**src/rtl/wb_pkg.sv**
```systemverilog
// Shared widths and the result record for the write-back arbiter.
// Optional stall counter is enabled with the WB_STALL_CNT_EN macro.
`timescale 1ns/1ps
package wb_pkg;
    localparam int XLEN    = 64;
    localparam int NREG    = 32;
    localparam int REG_AW  = 5;
    localparam int STALL_W = 32;

    typedef struct packed {
        logic              valid;
        logic [REG_AW-1:0] rd;
        logic [XLEN-1:0]   data;
    } wb_result_t;
endpackage

```
**src/rtl/wb_arbiter_if.sv**
```systemverilog
// Result offers from ALU and load unit, plus the register-file write port.
`timescale 1ns/1ps
interface wb_arbiter_if;
    import wb_pkg::*;

    logic              i_alu_valid;
    logic [REG_AW-1:0] i_alu_rd;
    logic [XLEN-1:0]   i_alu_data;
    logic              o_alu_ready;
    logic              i_ld_valid;
    logic [REG_AW-1:0] i_ld_rd;
    logic [XLEN-1:0]   i_ld_data;
    logic              o_write;
    logic [REG_AW-1:0] o_write_addr;
    logic [XLEN-1:0]   o_write_data;

    modport slave (
        input  i_alu_valid, i_alu_rd, i_alu_data, i_ld_valid, i_ld_rd, i_ld_data,
        output o_alu_ready, o_write, o_write_addr, o_write_data
    );

    modport master (
        output i_alu_valid, i_alu_rd, i_alu_data, i_ld_valid, i_ld_rd, i_ld_data,
        input  o_alu_ready, o_write, o_write_addr, o_write_data
    );
endinterface

```
**src/rtl/wb_scoreboard.sv**
```systemverilog
// Per-register busy bits for outstanding loads; x0 never reads busy.
`timescale 1ns/1ps
module wb_scoreboard
    import wb_pkg::*;
(
    input  logic              i_clk,
    input  logic              i_rst,
    input  logic              i_set,
    input  logic [REG_AW-1:0] i_set_rd,
    input  logic              i_clr,
    input  logic [REG_AW-1:0] i_clr_rd,
    input  logic [REG_AW-1:0] i_q0_addr,
    input  logic [REG_AW-1:0] i_q1_addr,
    output logic              o_q0_busy,
    output logic              o_q1_busy
);
    logic [NREG-1:0] r_busy;
    logic [NREG-1:0] w_busy_nxt;

    // Set is applied after clear so a same-cycle issue and return leaves the bit set.
    always_comb begin
        w_busy_nxt = r_busy;
        if (i_clr) w_busy_nxt[i_clr_rd] = 1'b0;
        if (i_set) w_busy_nxt[i_set_rd] = 1'b1;
        w_busy_nxt[0] = 1'b0;
    end

    always_ff @(posedge i_clk) begin
        if (i_rst) r_busy <= '0;
        else       r_busy <= w_busy_nxt;
    end

    assign o_q0_busy = r_busy[i_q0_addr];
    assign o_q1_busy = r_busy[i_q1_addr];
endmodule

```
**src/rtl/wb_arbiter.sv**
```systemverilog
// Fixed-priority write-back arbiter (load return beats ALU) with load scoreboard.
// Define WB_STALL_CNT_EN to add the saturating o_stall_cnt output.
`timescale 1ns/1ps
module wb_arbiter
    import wb_pkg::*;
(
    input  logic              i_clk,
    input  logic              i_rst,
    wb_arbiter_if.slave       wb,
    input  logic              i_ld_issue,
    input  logic [REG_AW-1:0] i_ld_issue_rd,
    input  logic [REG_AW-1:0] i_chk_addr0,
    input  logic [REG_AW-1:0] i_chk_addr1,
    output logic              o_busy0,
    output logic              o_busy1
`ifdef WB_STALL_CNT_EN
    ,
    output logic [STALL_W-1:0] o_stall_cnt
`endif
);
    logic       w_alu_ready;
    wb_result_t w_acc;
    wb_result_t r_wr_p1;

    assign w_alu_ready    = !wb.i_ld_valid;
    assign wb.o_alu_ready = w_alu_ready;

    always_comb begin
        w_acc = '0;
        if (wb.i_ld_valid)
            w_acc = '{valid: 1'b1, rd: wb.i_ld_rd, data: wb.i_ld_data};
        else if (wb.i_alu_valid)
            w_acc = '{valid: 1'b1, rd: wb.i_alu_rd, data: wb.i_alu_data};
    end

    // Stage p1: registered write port; results to x0 are consumed silently.
    always_ff @(posedge i_clk) begin
        if (i_rst) begin
            r_wr_p1 <= '0;
        end else begin
            r_wr_p1.valid <= w_acc.valid && (w_acc.rd != '0);
            if (w_acc.valid && (w_acc.rd != '0)) begin
                r_wr_p1.rd   <= w_acc.rd;
                r_wr_p1.data <= w_acc.data;
            end
        end
    end

    assign wb.o_write      = r_wr_p1.valid;
    assign wb.o_write_addr = r_wr_p1.rd;
    assign wb.o_write_data = r_wr_p1.data;

    wb_scoreboard u_sb (
        .i_clk     (i_clk),
        .i_rst     (i_rst),
        .i_set     (i_ld_issue && (i_ld_issue_rd != '0)),
        .i_set_rd  (i_ld_issue_rd),
        .i_clr     (wb.i_ld_valid),
        .i_clr_rd  (wb.i_ld_rd),
        .i_q0_addr (i_chk_addr0),
        .i_q1_addr (i_chk_addr1),
        .o_q0_busy (o_busy0),
        .o_q1_busy (o_busy1)
    );

`ifdef WB_STALL_CNT_EN
    logic [STALL_W-1:0] r_stall_cnt;

    function automatic logic [STALL_W-1:0] sat_inc(input logic [STALL_W-1:0] v);
        return (&v) ? v : v + 1'b1;
    endfunction

    always_ff @(posedge i_clk) begin
        if (i_rst)                               r_stall_cnt <= '0;
        else if (wb.i_alu_valid && !w_alu_ready) r_stall_cnt <= sat_inc(r_stall_cnt);
    end

    assign o_stall_cnt = r_stall_cnt;
`endif
endmodule

```
**src/flat_wrapper.sv**
```systemverilog
// flat-port wrapper written by rule: the top's interface ports become plain ports
module wb_arbiter_flat import wb_pkg::*;
  (i_clk, i_rst, i_ld_issue, i_ld_issue_rd, i_chk_addr0, i_chk_addr1, o_busy0, o_busy1, wb_i_alu_valid, wb_i_alu_rd, wb_i_alu_data, wb_i_ld_valid, wb_i_ld_rd, wb_i_ld_data, wb_o_alu_ready, wb_o_write, wb_o_write_addr, wb_o_write_data);
  wb_arbiter_if wb_i ();
  input  logic i_clk;
  input  logic i_rst;
  input  logic i_ld_issue;
  input  logic [REG_AW-1:0] i_ld_issue_rd;
  input  logic [REG_AW-1:0] i_chk_addr0;
  input  logic [REG_AW-1:0] i_chk_addr1;
  output logic o_busy0;
  output logic o_busy1;
  input wire logic [$bits(wb_i.i_alu_valid)-1:0] wb_i_alu_valid;
  input wire logic [$bits(wb_i.i_alu_rd)-1:0] wb_i_alu_rd;
  input wire logic [$bits(wb_i.i_alu_data)-1:0] wb_i_alu_data;
  input wire logic [$bits(wb_i.i_ld_valid)-1:0] wb_i_ld_valid;
  input wire logic [$bits(wb_i.i_ld_rd)-1:0] wb_i_ld_rd;
  input wire logic [$bits(wb_i.i_ld_data)-1:0] wb_i_ld_data;
  output wire logic [$bits(wb_i.o_alu_ready)-1:0] wb_o_alu_ready;
  output wire logic [$bits(wb_i.o_write)-1:0] wb_o_write;
  output wire logic [$bits(wb_i.o_write_addr)-1:0] wb_o_write_addr;
  output wire logic [$bits(wb_i.o_write_data)-1:0] wb_o_write_data;
  assign wb_i.i_alu_valid = wb_i_alu_valid;
  assign wb_i.i_alu_rd = wb_i_alu_rd;
  assign wb_i.i_alu_data = wb_i_alu_data;
  assign wb_i.i_ld_valid = wb_i_ld_valid;
  assign wb_i.i_ld_rd = wb_i_ld_rd;
  assign wb_i.i_ld_data = wb_i_ld_data;
  assign wb_o_alu_ready = wb_i.o_alu_ready;
  assign wb_o_write = wb_i.o_write;
  assign wb_o_write_addr = wb_i.o_write_addr;
  assign wb_o_write_data = wb_i.o_write_data;
  wb_arbiter u_core (.i_clk(i_clk), .i_rst(i_rst), .wb(wb_i), .i_ld_issue(i_ld_issue), .i_ld_issue_rd(i_ld_issue_rd), .i_chk_addr0(i_chk_addr0), .i_chk_addr1(i_chk_addr1), .o_busy0(o_busy0), .o_busy1(o_busy1));
endmodule
```
**config.mk**
```make
export PLATFORM = sky130hd
export DESIGN_NAME = wb_arbiter_flat
export DESIGN_NICKNAME = d
export VERILOG_FILES = /design/src/rtl/wb_pkg.sv /design/src/rtl/wb_arbiter_if.sv /design/src/rtl/wb_scoreboard.sv /design/src/rtl/wb_arbiter.sv /design/src/flat_wrapper.sv
export SDC_FILE = /design/constraint.sdc
export NUM_CORES = 1
export LEC_CHECK = 0
export ABC_AREA = 1
export CORE_MARGIN = 3
export CORE_UTILIZATION = 25
export DETAILED_ROUTE_END_ITERATION = 16
export PLACE_DENSITY_LB_ADDON = 0.12
export SLEW_MARGIN = 15
export SYNTH_ARGS = -nofsm -noshare
export SYNTH_HDL_FRONTEND = slang
export SYNTH_HIERARCHICAL = 1
export SYNTH_SLANG_ARGS = --single-unit
export TNS_END_PERCENT = 30
```
**constraint.sdc**
```tcl
create_clock -name i_clk -period 1.5 [get_ports i_clk]
set_clock_uncertainty 0.1 [all_clocks]
set_input_delay 0.15 -clock i_clk [delete_from_list [all_inputs] [get_ports i_clk]]
set_output_delay 0.15 -clock i_clk [all_outputs]
set_load 0.01 [all_outputs]
```
==> metrics.log, run 1 <==
[metrics] total of endpoints with negative setup slack in the final report: 2
[metrics] Clock transition at path regs: 0.07 ns
[metrics] Global Route Usage Sum: 0.182
[metrics] library cell with the largest summed area after synthesis: sky130_fd_sc_hd__dfxtp_1
[metrics] area taken by multi-input logic gates: 3280 sq um
[metrics] Cell variety after synth: 24
[metrics] clock tree root buffer cell: sky130_fd_sc_hd__clkbuf_16
[metrics] number of nets with antenna violations after detailed routing: 0
[metrics] final routed wire length divided by cell count: 15.2 um
[metrics] cell area after synthesis: 5990 sq um
[metrics] number of non-filler instances in the completed layout: 1572
[metrics] critical path launch point type: flip-flop
[metrics] total I/O pin count: 231
[metrics] # rows: 56
[metrics] Final WS setup: -0.101 ns
[metrics] critical setup path kind: flip-flop to primary output
[metrics] Max-slew headroom: 0.612
[metrics] Max-Cap Viols: 0
[metrics] diode insertion count for antenna repair: 0
[metrics] # DRC: 0
[metrics] Post-layout nets: 1406
[metrics] TritonCTS clock tree: yes
[metrics] crit end category: primary output
[metrics] Synth area leaders: sky130_fd_sc_hd__dfxtp_1 (34%), sky130_fd_sc_hd__nand2_1 (20%), sky130_fd_sc_hd__nand3_1 (11%)
[metrics] Area growth syn-to-layout: 55.6%
[metrics] antenna violations before repair: 0
[metrics] initial standard-cell utilization of the core: 0.255
[metrics] worst setup path endpoint: o_busy1
[metrics] Worst Path Max Fanout: 3
[metrics] Mapped Avg Cell Area: 5.96 sq um
[metrics] sequential cell area in the final layout: 2080 sq um
[metrics] maximum number of pins on one net before global-route repair: 59
[metrics] 1st-iter DRT viols: 389
[metrics] H-tree levels: 3
[metrics] final critical delay including setup and external delays: 1.60 ns
[metrics] global-route wire length before repair: 37.9 mm
[metrics] number of fill cells in the layout: 2643
[metrics] cell depth of the worst flop-to-flop path: 3
[metrics] grt total ovfl: 0
[metrics] # placed instances: 1553
[metrics] final hold violation count: 0
[metrics] post-synthesis sequential area ratio: 0.337
[metrics] top cell type's share of synthesized area: 0.337
[metrics] vias in the first global route: 6822
[metrics] Synth Net Count: 1164
[metrics] worst-case register-to-register setup slack: 0.68 ns
[metrics] DIE HEIGHT: 161 um
[metrics] iteration count of the initial detailed-routing pass: 4
[metrics] core outline area: 23500 sq um
[metrics] run status: finished with violations
[metrics] source of the worst register-to-register timing path: u_core/u_sb/r_busy[10]
[metrics] Static Leak: 4.40 nW
[metrics] setup repair after global routing missed its margin: true
[metrics] origin of the worst setup path: u_core/u_sb/r_busy[16]
[metrics] gp weighted congestion: 0.877
[metrics] maximum root-to-sink buffer count: 2
[metrics] capturing point of the worst reg2reg path: u_core/u_sb/r_busy[10]
[metrics] most used cells in the layout excluding fill and tap cells: sky130_fd_sc_hd__nand2_1 (316), sky130_fd_sc_hd__clkdlybuf4s50_1 (147), sky130_fd_sc_hd__nor2_1 (136)
[metrics] total negative setup slack: -0.160 ns
[metrics] clock latency on the worst-skew pair: 0.35 ns
[metrics] most frequent standard cell in the layout excluding fill and tap cells: sky130_fd_sc_hd__nand2_1
[metrics] share of layout cells above drive strength 1: 0.121
[metrics] total power divided by cell area: 798 nW/um^2
[metrics] worst-case vdd ir drop: 0.000441 V
[metrics] number of warnings printed during yosys synthesis: 6
[metrics] gate count after technology mapping: 1006
[metrics] hold crit path type: primary input to flip-flop
[metrics] overall die area: 25900 sq um
[metrics] actual slew at the worst max-slew pin: 0.583 ns
[metrics] portion of the clock cycle consumed by the worst path in the final layout: 1.07
[metrics] data required time of the worst path: 1.25 ns
[metrics] Final Slew Violations: 0
[metrics] maximum operating frequency: 0.625 GHz
[metrics] hold-fix buffers at CTS: 0
[metrics] total via count in the routed design: 7132
[metrics] TritonCTS buffer count: 9
[metrics] Port Buffers: 230
[metrics] mean number of vias per cell: 4.54
[metrics] Final Routed Wirelength: 23.8 mm
[metrics] final core area utilization: 0.396
[metrics] FF+latch count, synth: 101
[metrics] width of the die: 161 um
[metrics] critical path arrival: 1.35 ns
[metrics] sum of net half-perimeters after detailed placement: 17.4 mm
[metrics] violated checks: negative setup slack
[metrics] clk sink count: 101
## critical path, cell delays in order, from the launching register on
cell                      delay [ns]
sky130_fd_sc_hd__dfxtp_4        0.38
sky130_fd_sc_hd__nand2_1        0.06
sky130_fd_sc_hd__nand3_1        0.07
sky130_fd_sc_hd__nand3_1        0.07
sky130_fd_sc_hd__nand2_1        0.07
sky130_fd_sc_hd__nand2_1        0.05
sky130_fd_sc_hd__nand2_1        0.06
sky130_fd_sc_hd__nand2_1        0.05
sky130_fd_sc_hd__nand2_1        0.07
sky130_fd_sc_hd__buf_2          0.13
## through the flow
step	hold WS, ns	area [sq um]	power, W	setup slack [ns]
6_report	0.220	9330	0.00744	-0.101
5_1_grt	0.245	9330	0.00791	-0.239
4_1_cts	0.228	9240	0.00759	-0.102
3_5_place_dp	0.373	8970	0.00519	-0.657
3_3_place_gp	0.362	8970	0.00520	-0.645
2_1_floorplan	0.119	5990	0.00398	0.113
## cell type report
type,count,area share
clock buffer,10,0.0245
sequential,101,0.222
inverter,101,0.0417
clock inverter,6,0.00751
tap,319,0.0428
multi-input combinational,736,0.352
timing repair buffer,299,0.309
## synthesized netlist by cell type
cell type and number:
sky130_fd_sc_hd__nand4_1 67, sky130_fd_sc_hd__o41ai_1 1, sky130_fd_sc_hd__nor2_4 2, sky130_fd_sc_hd__inv_1 92, sky130_fd_sc_hd__buf_6 7, sky130_fd_sc_hd__buf_1 14, sky130_fd_sc_hd__o21ai_1 1, sky130_fd_sc_hd__o21ai_0 31
sky130_fd_sc_hd__or2_2 1, sky130_fd_sc_hd__o21bai_1 1, sky130_fd_sc_hd__nand3_1 130, sky130_fd_sc_hd__nor2_1 136, sky130_fd_sc_hd__nand2_1 320, sky130_fd_sc_hd__dfxtp_1 101, sky130_fd_sc_hd__nand2_2 1, sky130_fd_sc_hd__a21oi_1 32
sky130_fd_sc_hd__nand3_2 1, sky130_fd_sc_hd__buf_4 4, sky130_fd_sc_hd__buf_2 17, sky130_fd_sc_hd__nor3_2 3, sky130_fd_sc_hd__clkbuf_1 26, sky130_fd_sc_hd__nor3_1 8, sky130_fd_sc_hd__inv_2 9, sky130_fd_sc_hd__nor3_4 1
## registers in the layout, indices dropped and copies added, names as in the netlist
signal                  flops
u_core/u_sb/r_busy         31
u_core/wb.o_write           1
u_core/wb.o_write_addr      5
u_core/wb.o_write_data     64
## repair_timing
item	4_1_cts	5_1_grt
pin swaps	6	12
setup buffers	0	3
cloned	0	0
setup endpoints to repair	125	98
resized for setup	122	25
## power breakdown
group	internal [W]	switching (W)
Combinational	0.000985	0.00108
Clock	0.00131	0.00113
Sequential	0.00284	0.0000841
## per-layer routing
metal	vias to the layer above	track usage	wire length, um
met1	3193	0.232	10400
met4	0	0.0477	395
li1	3705	-	-
met5	-	0	0
met3	28	0.0565	1820
met2	206	0.299	11200
## worst min-delay path by stage
stage,start,cells past startpoint,end
2_1_floorplan,i_rst,1,u_core/u_sb/r_busy[14]
3_3_place_gp,u_core/u_sb/r_busy[7],2,u_core/u_sb/r_busy[7]
3_5_place_dp,u_core/u_sb/r_busy[4],2,u_core/u_sb/r_busy[4]
4_1_cts,wb_i_ld_valid,5,u_core/wb.o_write_addr[0]
5_1_grt,wb_i_ld_valid,5,u_core/wb.o_write_addr[0]
6_report,wb_i_ld_valid,5,u_core/wb.o_write_addr[0]
## cells by family (layout without fill, tap and decap cells)
family / count (synthesis) / after routing / share of synthesized area
simple gates: 670 / 670 / 0.486
buf+inv: 169 / 416 / 0.121
flops: 101 / 101 / 0.337
compound gates: 66 / 66 / 0.0561
No activity file was read; power rests on OpenSTA's default activity.
==> inputs of run 2 (changes only) <==
--- a/config.mk
+++ b/config.mk
@@ -10,7 +10,6 @@
 export CORE_UTILIZATION = 25
 export DETAILED_ROUTE_END_ITERATION = 16
 export PLACE_DENSITY_LB_ADDON = 0.12
-export SLEW_MARGIN = 15
 export SYNTH_ARGS = -nofsm -noshare
 export SYNTH_HDL_FRONTEND = slang
 export SYNTH_HIERARCHICAL = 1
==> results of run 2 <==
No change in the layout: final DEF, timing and power equal those of run 1.
